===== src/rtl/led_panel_bcm_driver_if.sv =====
// led_panel_bcm_driver_if: host-side pixel write and buffer-swap port of the BCM panel driver.
//   wr_en    host -> driver  write wr_data to the back buffer at wr_addr
//   wr_addr  host -> driver  pixel address, row*COLS+col
//   wr_data  host -> driver  {R[BITS-1:0], G, B}
//   swap_req host -> driver  one-cycle request to swap buffers at the next frame wrap
//   swap_ack driver -> host  one-cycle pulse on the cycle after the swap happens
interface led_panel_bcm_driver_if #(
    parameter int AW = 7,
    parameter int DW = 6
);
    logic          wr_en;
    logic [AW-1:0] wr_addr;
    logic [DW-1:0] wr_data;
    logic          swap_req;
    logic          swap_ack;

    modport master (output wr_en, wr_addr, wr_data, swap_req, input swap_ack);
    modport slave  (input wr_en, wr_addr, wr_data, swap_req, output swap_ack);
endinterface


===== src/rtl/led_panel_bcm_driver.sv =====
// led_panel_bcm_driver: BCM scan driver for shift-register LED panels with a double-buffered frame store.
//   clk, reset   system clock, synchronous active-high reset
//   en           scan enable, sampled in IDLE and at the end of every row
//   host         write port into the back buffer plus swap request/acknowledge
//   red/green/blue  column data, valid for the whole cycle before sclk rises
//   sclk         column shift clock (panel samples on its rising edge)
//   latch        one-cycle latch pulse after a full row of one bit plane
//   blank        1 = LEDs off; low for BASE_TICKS<<plane cycles per plane
//   aclk, arst   row-advance pulse / row counter reset
//   row_addr     binary row select
//   frame_start  one-cycle pulse when scanning enters row 0
module led_panel_bcm_driver #(
    parameter int COLS       = 32,
    parameter int SCAN_ROWS  = 4,
    parameter int BITS       = 2,
    parameter int BASE_TICKS = 4,
    parameter int AW         = $clog2(SCAN_ROWS * COLS)
) (
    input  logic                         clk,
    input  logic                         reset,
    input  logic                         en,
    led_panel_bcm_driver_if.slave        host,
    output logic                         red,
    output logic                         green,
    output logic                         blue,
    output logic                         sclk,
    output logic                         latch,
    output logic                         blank,
    output logic                         aclk,
    output logic                         arst,
    output logic [$clog2(SCAN_ROWS)-1:0] row_addr,
    output logic                         frame_start
);
    localparam int DEPTH = SCAN_ROWS * COLS;
    localparam int DW    = 3 * BITS;
    localparam int RW    = $clog2(SCAN_ROWS);
    localparam int CLW   = COLS > 1 ? $clog2(COLS) : 1;
    localparam int PW    = BITS > 1 ? $clog2(BITS) : 1;
    localparam int CW    = $clog2((BASE_TICKS << (BITS - 1)) + 1);

    typedef enum logic [2:0] {IDLE, SETUP, CLK, LATCH, SHOW, OFF, NEXT} state_t;

    typedef struct packed {
        state_t         state;
        logic [CLW-1:0] col;
        logic [PW-1:0]  plane;
        logic [CW-1:0]  cnt;
        logic [RW-1:0]  row;
        logic           front;
        logic           pending;
        logic           red;
        logic           green;
        logic           blue;
        logic           sclk;
        logic           latch;
        logic           blank;
        logic           aclk;
        logic           arst;
        logic           swap_ack;
        logic           frame_start;
    } regs_t;

    regs_t r, n;

    logic [DW-1:0] mem [2][DEPTH];
    logic [AW-1:0] rd_addr;
    logic [DW-1:0] pix;
    logic          last_plane;

    assign rd_addr    = AW'(r.row) * AW'(COLS) + AW'(r.col);
    assign pix        = mem[r.front][rd_addr];
    assign last_plane = r.plane == PW'(BITS - 1);

    // Host writes always land in the bank that is not being displayed.
    always_ff @(posedge clk) begin
        if (host.wr_en && 32'(host.wr_addr) < DEPTH)
            mem[~r.front][host.wr_addr] <= host.wr_data;
    end

    always_ff @(posedge clk) begin
        if (reset) begin
            r       <= '0;
            r.sclk  <= 1'b1;
            r.blank <= 1'b1;
            r.arst  <= 1'b1;
        end else begin
            r <= n;
        end
    end

    always_comb begin
        n             = r;
        n.latch       = 1'b0;
        n.aclk        = 1'b0;
        n.swap_ack    = 1'b0;
        n.frame_start = 1'b0;
        n.pending     = r.pending | host.swap_req;
        case (r.state)
            IDLE: if (en) begin
                n.arst        = 1'b0;
                n.frame_start = 1'b1;
                n.col         = CLW'(COLS - 1);
                n.plane       = '0;
                n.state       = SETUP;
            end
            SETUP: begin
                n.sclk  = 1'b0;
                n.arst  = 1'b0;
                n.red   = 1'(pix[DW-1 -: BITS] >> r.plane);
                n.green = 1'(pix[BITS +: BITS] >> r.plane);
                n.blue  = 1'(pix[0 +: BITS] >> r.plane);
                n.state = CLK;
            end
            CLK: begin
                n.sclk  = 1'b1;
                n.col   = r.col == '0 ? r.col : r.col - CLW'(1);
                n.state = r.col == '0 ? LATCH : SETUP;
            end
            LATCH: begin
                n.latch = 1'b1;
                n.cnt   = CW'(BASE_TICKS) << r.plane;
                n.state = SHOW;
            end
            SHOW: begin
                n.blank = 1'b0;
                n.cnt   = r.cnt - CW'(1);
                n.state = r.cnt == CW'(1) ? OFF : SHOW;
            end
            OFF: begin
                n.blank = 1'b1;
                n.col   = CLW'(COLS - 1);
                n.plane = last_plane ? r.plane : r.plane + PW'(1);
                n.state = last_plane ? NEXT : SETUP;
            end
            NEXT: begin
                n.plane = '0;
                n.col   = CLW'(COLS - 1);
                n.state = en ? SETUP : IDLE;
                if (r.row == RW'(SCAN_ROWS - 1)) begin
                    n.row         = '0;
                    n.arst        = 1'b1;
                    n.frame_start = 1'b1;
                    // A request arriving in this very cycle is already folded into n.pending.
                    if (n.pending) begin
                        n.front    = ~r.front;
                        n.pending  = 1'b0;
                        n.swap_ack = 1'b1;
                    end
                end else begin
                    n.row  = r.row + RW'(1);
                    n.aclk = 1'b1;
                end
            end
            default: n.state = IDLE;
        endcase
    end

    assign red           = r.red;
    assign green         = r.green;
    assign blue          = r.blue;
    assign sclk          = r.sclk;
    assign latch         = r.latch;
    assign blank         = r.blank;
    assign aclk          = r.aclk;
    assign arst          = r.arst;
    assign row_addr      = r.row;
    assign frame_start   = r.frame_start;
    assign host.swap_ack = r.swap_ack;
endmodule

===== src/flat_wrapper.sv =====
// flat-port wrapper written by rule: the top's interface ports become plain ports
module led_panel_bcm_driver_flat 
#(
    parameter int COLS       = 32,
    parameter int SCAN_ROWS  = 4,
    parameter int BITS       = 2,
    parameter int BASE_TICKS = 4,
    parameter int AW         = $clog2(SCAN_ROWS * COLS)
)
  (clk, reset, en, red, green, blue, sclk, latch, blank, aclk, arst, row_addr, frame_start, host_wr_en, host_wr_addr, host_wr_data, host_swap_req, host_swap_ack);
  led_panel_bcm_driver_if #(.AW(AW)) host_i ();
  input  logic clk;
  input  logic reset;
  input  logic en;
  output logic red;
  output logic green;
  output logic blue;
  output logic sclk;
  output logic latch;
  output logic blank;
  output logic aclk;
  output logic arst;
  output logic [$clog2(SCAN_ROWS)-1:0] row_addr;
  output logic frame_start;
  input wire logic [$bits(host_i.wr_en)-1:0] host_wr_en;
  input wire logic [$bits(host_i.wr_addr)-1:0] host_wr_addr;
  input wire logic [$bits(host_i.wr_data)-1:0] host_wr_data;
  input wire logic [$bits(host_i.swap_req)-1:0] host_swap_req;
  output wire logic [$bits(host_i.swap_ack)-1:0] host_swap_ack;
  assign host_i.wr_en = host_wr_en;
  assign host_i.wr_addr = host_wr_addr;
  assign host_i.wr_data = host_wr_data;
  assign host_i.swap_req = host_swap_req;
  assign host_swap_ack = host_i.swap_ack;
  led_panel_bcm_driver #(.COLS(COLS), .SCAN_ROWS(SCAN_ROWS), .BITS(BITS), .BASE_TICKS(BASE_TICKS), .AW(AW)) u_core (.clk(clk), .reset(reset), .en(en), .host(host_i), .red(red), .green(green), .blue(blue), .sclk(sclk), .latch(latch), .blank(blank), .aclk(aclk), .arst(arst), .row_addr(row_addr), .frame_start(frame_start));
endmodule

===== config.mk =====
export PLATFORM = sky130hd
export DESIGN_NAME = led_panel_bcm_driver_flat
export DESIGN_NICKNAME = d
export VERILOG_FILES = /design/src/rtl/led_panel_bcm_driver_if.sv /design/src/rtl/led_panel_bcm_driver.sv /design/src/flat_wrapper.sv
export SDC_FILE = /design/constraint.sdc
export NUM_CORES = 1
export LEC_CHECK = 0
export ABC_AREA = 0
export BUFFER_PORTS_ARGS = -buffer_cell sky130_fd_sc_hd__buf_2
export CORE_ASPECT_RATIO = 0.9
export CORE_MARGIN = 3
export CORE_UTILIZATION = 40
export CTS_BUF_LIST = sky130_fd_sc_hd__clkbuf_4 sky130_fd_sc_hd__clkbuf_8
export CTS_CLUSTER_SIZE = 30
export DETAILED_ROUTE_END_ITERATION = 8
export GPL_TIMING_DRIVEN = 0
export MAX_ROUTING_LAYER = met4
export SYNTH_ARGS = -nofsm -noshare
export SYNTH_HDL_FRONTEND = slang
export SYNTH_SLANG_ARGS = --single-unit

===== constraint.sdc =====
create_clock -name clk -period 4 [get_ports clk]
set_clock_uncertainty 0.15 [all_clocks]
set_input_delay 0.8 -clock clk [delete_from_list [all_inputs] [get_ports clk]]
set_output_delay 0.8 -clock clk [all_outputs]
set_load 0.03 [all_outputs]

* Yosys cells after proc, flatten, opt, wreduce, memory -nomap -nowiden
Memories as Yosys holds them, arrays and structs flattened. A register that Yosys moved wholly into a read port is not among the register bits. Index checks and enable logic that the tools add are counted.
Word-level totals: register bits after elaboration 27, RAM bits 1536, bits of input ports 18, output and inout port bits 12, word-level logic and storage cells 96, memories kept 1
Memory list:
- u_core.mem | words 2, bits a word 768, read ports 1, clocked after memory_dff 1, wr ports 1, RTL line led_panel_bcm_driver.sv:65 | logic [DW-1:0] mem [2][DEPTH];
Operators by class: add/sub/neg operators 5, magnitude comparators 3, equality and inequality tests 11, shifts and indexed selects 4, muxes and demuxes 33, bitwise gates (word level) 6, reductions and logical operators 16
Operators with widths (number):
- $mux W768 | 1
- $bmux W6 S7 | 1
- $demux W6 S7 | 1
- $pmux W3 S7 | 1
- $mux W6 | 3
- $ge A8 B8 Y1 const B | 2
- $not A7 Y8 | 2
- $pmux W5 S3 | 1
- $mux W1 | 13
- $eq A3 B3 Y1 const B | 3
- $mux W9 | 1
- $reduce_and A3 Y1 | 3
- $reduce_bool A3 Y1 | 3
- $lt A8 B1 Y1 const B | 1
- $pmux W4 S2 | 1
- $add A7 B5 Y7 | 1
- $eq A3 B2 Y1 const B | 2
- $mux W3 | 2
- $pmux W1 S2 | 3
- $pmux W1 S3 | 2
- $reduce_bool A2 Y1 | 3
- $shr A2 B1 Y1 | 3
- $logic_not A5 Y1 | 1
- $mux W5 | 1
- 18 further kinds | 23

* Logic depth before layout (Yosys ltp)
depth after elaboration 6, gate-level depth with buffers 13, depth with buffers taken out 8

* Least setup slack after synthesis
Ideal clock, no wire load.
path type register -> register, from register (tool-made name), to register u_core.r, in the netlist u_core.red, library setup time 129 ps, arrival 2379 ps, data required time 3721 ps, slack 1343 ps, stages on the path, launching flop included 11, buffers on the path 3, cell sequence dfxtp_1 -> buf_6 -> buf_6 -> buf_2 -> mux4_2 -> mux2_2 -> a221oi_1 -> nand3b_1 -> nand4_1 -> a32oi_1 -> nand4_1
RTL lines:
- to (signal assigned) | RTL line led_panel_bcm_driver.sv:87 | r <= n;
- to (decl) | RTL line led_panel_bcm_driver.sv:63 | regs_t r, n;

* Final worst setup path
from register u_core.r[21] (netlist name), to register u_core.r, in the netlist u_core.green
On the way: cells in the longest elaborated chain, start to end 6
RTL lines:
- $add A7 B5 Y7 | RTL line led_panel_bcm_driver.sv:70 | assign rd_addr = AW'(r.row) * AW'(COLS) + AW'(r.col);
- $not A7 Y8 (implied by the code) | RTL line led_panel_bcm_driver.sv:71 | assign pix = mem[r.front][rd_addr];
- $bmux W6 S7 | RTL line led_panel_bcm_driver.sv:71
- $mux W6 (implied by the code) (2 in series) | RTL line led_panel_bcm_driver.sv:71
- $shr A2 B1 Y1 | RTL line led_panel_bcm_driver.sv:110 | n.green = 1'(pix[BITS +: BITS] >> r.plane);
Every way passes these cells. The select of a mux whose other input is x is not followed. A chain may end at the register's enable or synchronous reset.

==> impl_metrics.csv <==
group,metric,value,unit
timing,finalSetupViolCount,88,
finish,drive_above_1_share,24.6,%
setup_path,crit_top_cell,"a21oi_1",
timing,relSlewSlack,-0.144,%
route,via_count,36300,
setup_path,path_cells,"inv_1 > clkdlybuf4s15_1 > clkbuf_2 > a221oi_1 > o21ai_0 > a21oi_1 > a21oi_1 > nand3_1 > a221o_1",
cts,clock_latency,0.99,ns
setup_path,r2r_start,"u_core.r[21]$_SDFFE_PP0P_",
setup_path,ff2ff_setup_slack,-0.17,ns
timing,slew_viol_final,10,
min_path,hp-start,"en",
placed_design,preCtsSetupSlack,-1.32,ns
cts,numCtsBuffers,239,
setup_path,critical_path.max_stage_delay,0.90,ns
floorplan,die_area,159000,µm²
timing,hold_viol,0,
yosys,async_flop_share,0,%
finish,nNetsFinal,3469,
min_path,min_to,"u_core.arst$_SDFFE_PP1P_",
timing,whs,0.0718,ns
finish,fin_cells,5644,
finish,fin_area,69700,µm²
finish,multiInputGateArea,13800,µm²
setup_path,cp-end-kind,"register",
placed_design,dpl.cell_count,5192,
placed_design,io_buffers,28,
route,routed_wl,230,mm
power_and_ir_drop,power,34.9,mW
route,antenna_left,0,
status,violations,"capacitance limit, slew limit, setup timing",
global_route,antenna_found_initial,15,
setup_path,criticalPathCategory,"register to register",
floorplan,die_x,419,µm
placed_design,placed_area,64500,µm²
timing,max_clock_freq,240,MHz
finish,syn2layout_area_growth,13.3,%
setup_path,start_kind,"register",
floorplan,rows,135,
route,drc,0,
finish,fill_cells,12900,
yosys,yosysSeqAreaShare,75.9,%
power_and_ir_drop,leakage,20.8,nW
power_and_ir_drop,pwr-share-comb,10.1,%
global_route,grt_usage,29.6,%
cts,cts_tree,"built",
min_path,min_path_type,"input port to register",
power_and_ir_drop,power.internal,25.6,mW
job,cap_violations,2,
setup_path,cp_slowest_cell,"clkdlybuf4s15_1",
floorplan,start_util,40.6,%
yosys,mappedNetlistNets,3190,
placed_design,gp_congestion,1.04,
power_and_ir_drop,irDropWorstVdd,0.000278,V
setup_path,crit_arrival,4.96,ns
finish,seq_area,46700,µm²
setup_path,critical_path_required,4.79,ns
power_and_ir_drop,swShare,26.8,%
yosys,avgSynthCellArea,19.4,µm²
timing,worst_pin_slew,1.50,ns
timing,finalCriticalPeriod,4.17,ns
yosys,synth_seq_cells,1564,
yosys,yosysUniqueCellTypes,65,
yosys,yosysTopAreaCellShare,75.0,%
yosys,ys.warnings.count,0,
global_route,grt_max_degree,154,
setup_path,path_max_fanout,10,
yosys,ys.flop_type,"edfxtp_1",
status,status,"finished, violations left",
min_path,worstHoldPathCells,4,
global_route,overflow,0,
yosys,synthCells,3168,
timing,finalWorstSetupSlack,-0.172,ns
power_and_ir_drop,power_frac_seq,51.7,%
timing,fin_crit_sh,104,%
floorplan,coreArea,152000,µm²
yosys,synthTopCellsByArea,"edfxtp_1 (75%), mux4_2 (9.5%), mux2i_1 (3.9%), nor2_1 (1.8%), o221ai_1 (1.1%)",
route,viasPerCell,6.43,
route,dr.pass1.iters,7,
power_and_ir_drop,power.density,501,nW/µm²
setup_path,timing.rr.end,"u_core.green$_SDFFE_PP0N_",
cts,htreeDepth,4,
cts,cts_sinks,1564,
cts,cts_root_buffer,"clkbuf_8",
power_and_ir_drop,power.switching,9.37,mW
yosys,synthesis.area,61500,µm²
route,wl_per_cell,40.7,µm
yosys,synth_edf_count,1536,
route,drt_iter0_drc,6474,
yosys,yosys.area.top_type,"edfxtp_1",
timing,rsz0062_at_grt,"yes",
cts,clockBufferDepth,3,
cts,cts.clk_slew.worst_paths,0.07,ns
global_route,grt_pass1_vias,33700,
global_route,grt_pass1_wl,303,mm
setup_path,reg2reg_depth,9,
placed_design,dpl.hpwl,150,mm
floorplan,die_h,378,µm
floorplan,ios,30,
power_and_ir_drop,p_clk_share,38.2,%
[flip-flops by register name (all words and copies together) (netlist names), named ones only]
name                  flops
u_core.host.swap_ack      1
u_core.blue               1
u_core.arst               1
u_core.row_addr           2
u_core.aclk               1
u_core.latch              1
u_core.frame_start        1
u_core.mem             1536
u_core.last_plane         1
u_core.blank              1
u_core.green              1
u_core.red                1
u_core.r                 14
u_core.sclk               1
[worst max-delay path by stage]
stage,startpoint,endpoint,slack (ns),cells after the start
2_1_floorplan,register,u_core.red$_SDFFE_PP0N_,1.34,10
3_3_place_gp,u_core.r[20]$_SDFFE_PP0P_,u_core.green$_SDFFE_PP0N_,-1.71,10
3_5_place_dp,u_core.r[20]$_SDFFE_PP0P_,u_core.red$_SDFFE_PP0N_,-1.32,9
4_1_cts,register,u_core.green$_SDFFE_PP0N_,0.002,11
5_1_grt,u_core.r[11]$_SDFFE_PP0P_,u_core.mem[0][387]$_DFFE_PP_,-0.01,5
6_report,u_core.r[21]$_SDFFE_PP0P_,u_core.green$_SDFFE_PP0N_,-0.17,9
[worst max-delay path, delay by kind of cell (launching register included)]
family	cells	cell delay, ns
buf+inv	3	1.72
simple gates	1	0.14
flops	1	0.70
compound gates	5	1.39
[stage by stage]
stage                     TNS (ns)  util [%]
after floorplan                  0         -
after global placement    -2042.96      42.3
after detailed placement   -143.89      42.5
after CTS                        0      45.7
after global routing       -0.0329      45.9
final                        -4.78      45.9
[layer usage]
metal  vias to the layer above  wire length (µm)  track usage (%)
li1                      13700                 -                -
met1                     19200             87700             39.7
met2                      2972             97500             40.4
met3                       437             36100             12.7
met4                         0              8160             10.0
met5                         -                 0                -
[cell usage after synthesis, types with 8 or more instances]
library cell	count
nand3_1	21
o22ai_1	9
o221ai_1	79
edfxtp_1	1536
buf_2	20
a22o_1	11
nor3_1	15
o21ai_0	42
clkbuf_1	117
a221o_1	11
a211oi_1	16
nand4_1	11
a21oi_1	76
mux2i_1	238
buf_6	31
nand2_1	67
a22oi_1	29
mux2_2	44
inv_1	8
nor2b_1	12
a211o_1	11
a221oi_1	58
dfxtp_1	28
buf_8	10
nor2_1	291
buf_4	20
mux4_2	260
[layout by cell type (no fill, tap or decap), drive strengths merged, types with 21 or more instances in the layout]
master,count
buf,131
nand3,21
a221oi,59
mux2i,238
o21ai,43
edfxtp,1536
mux2,44
dfxtp,28
nand2,67
a22oi,29
clkinv,105
a21oi,76
mux4,260
nor2,291
o221ai,79
clkbuf,428
[logic make-up after synthesis]
logic type	count (synthesis)	share of synthesized area, %
and+or+nand+nor	460	3.19
AOI/OAI and AO/OA	377	4.52
xor gates and xnor gates	2	0.0285
buffers and inverters	219	2.11
adders and majority gates	4	0.0813
DFF	1564	75.9
muxes	542	14.2
[power groups by stage]
stage / registers (mW) / clock network, mW / logic (mW)
floorplan: 18.4 / 0 / 1.19
global placement: 18.5 / 0 / 3.17
detailed placement: 18.4 / 0 / 3.22
CTS: 18.1 / 13.3 / 3.24
global route: 18.1 / 14.1 / 3.46
finish: 18.1 / 13.3 / 3.54
[layout make-up]
type                       count  share of cell area [%]
antenna                       14                  0.0503
buffer                       202                    2.12
clock buffer                 317                    5.61
clock inverter               121                    1.14
inverter                      12                  0.0754
multi-input combinational   1385                    19.8
sequential                  1564                    67.0
tap                         1986                    3.57
timing repair buffer          43                   0.670
[what timing repair did]
item / in CTS / in global routing
endpoints found under the setup margin: 9 / 9
endpoints found under the hold margin: 2 / 0
resized for setup: 98 / 70
hold buffers: 1 / 0
gates cloned: 0 / 0
setup buffers: 0 / 4
Note: power is estimated with default switching activity, not from simulation.
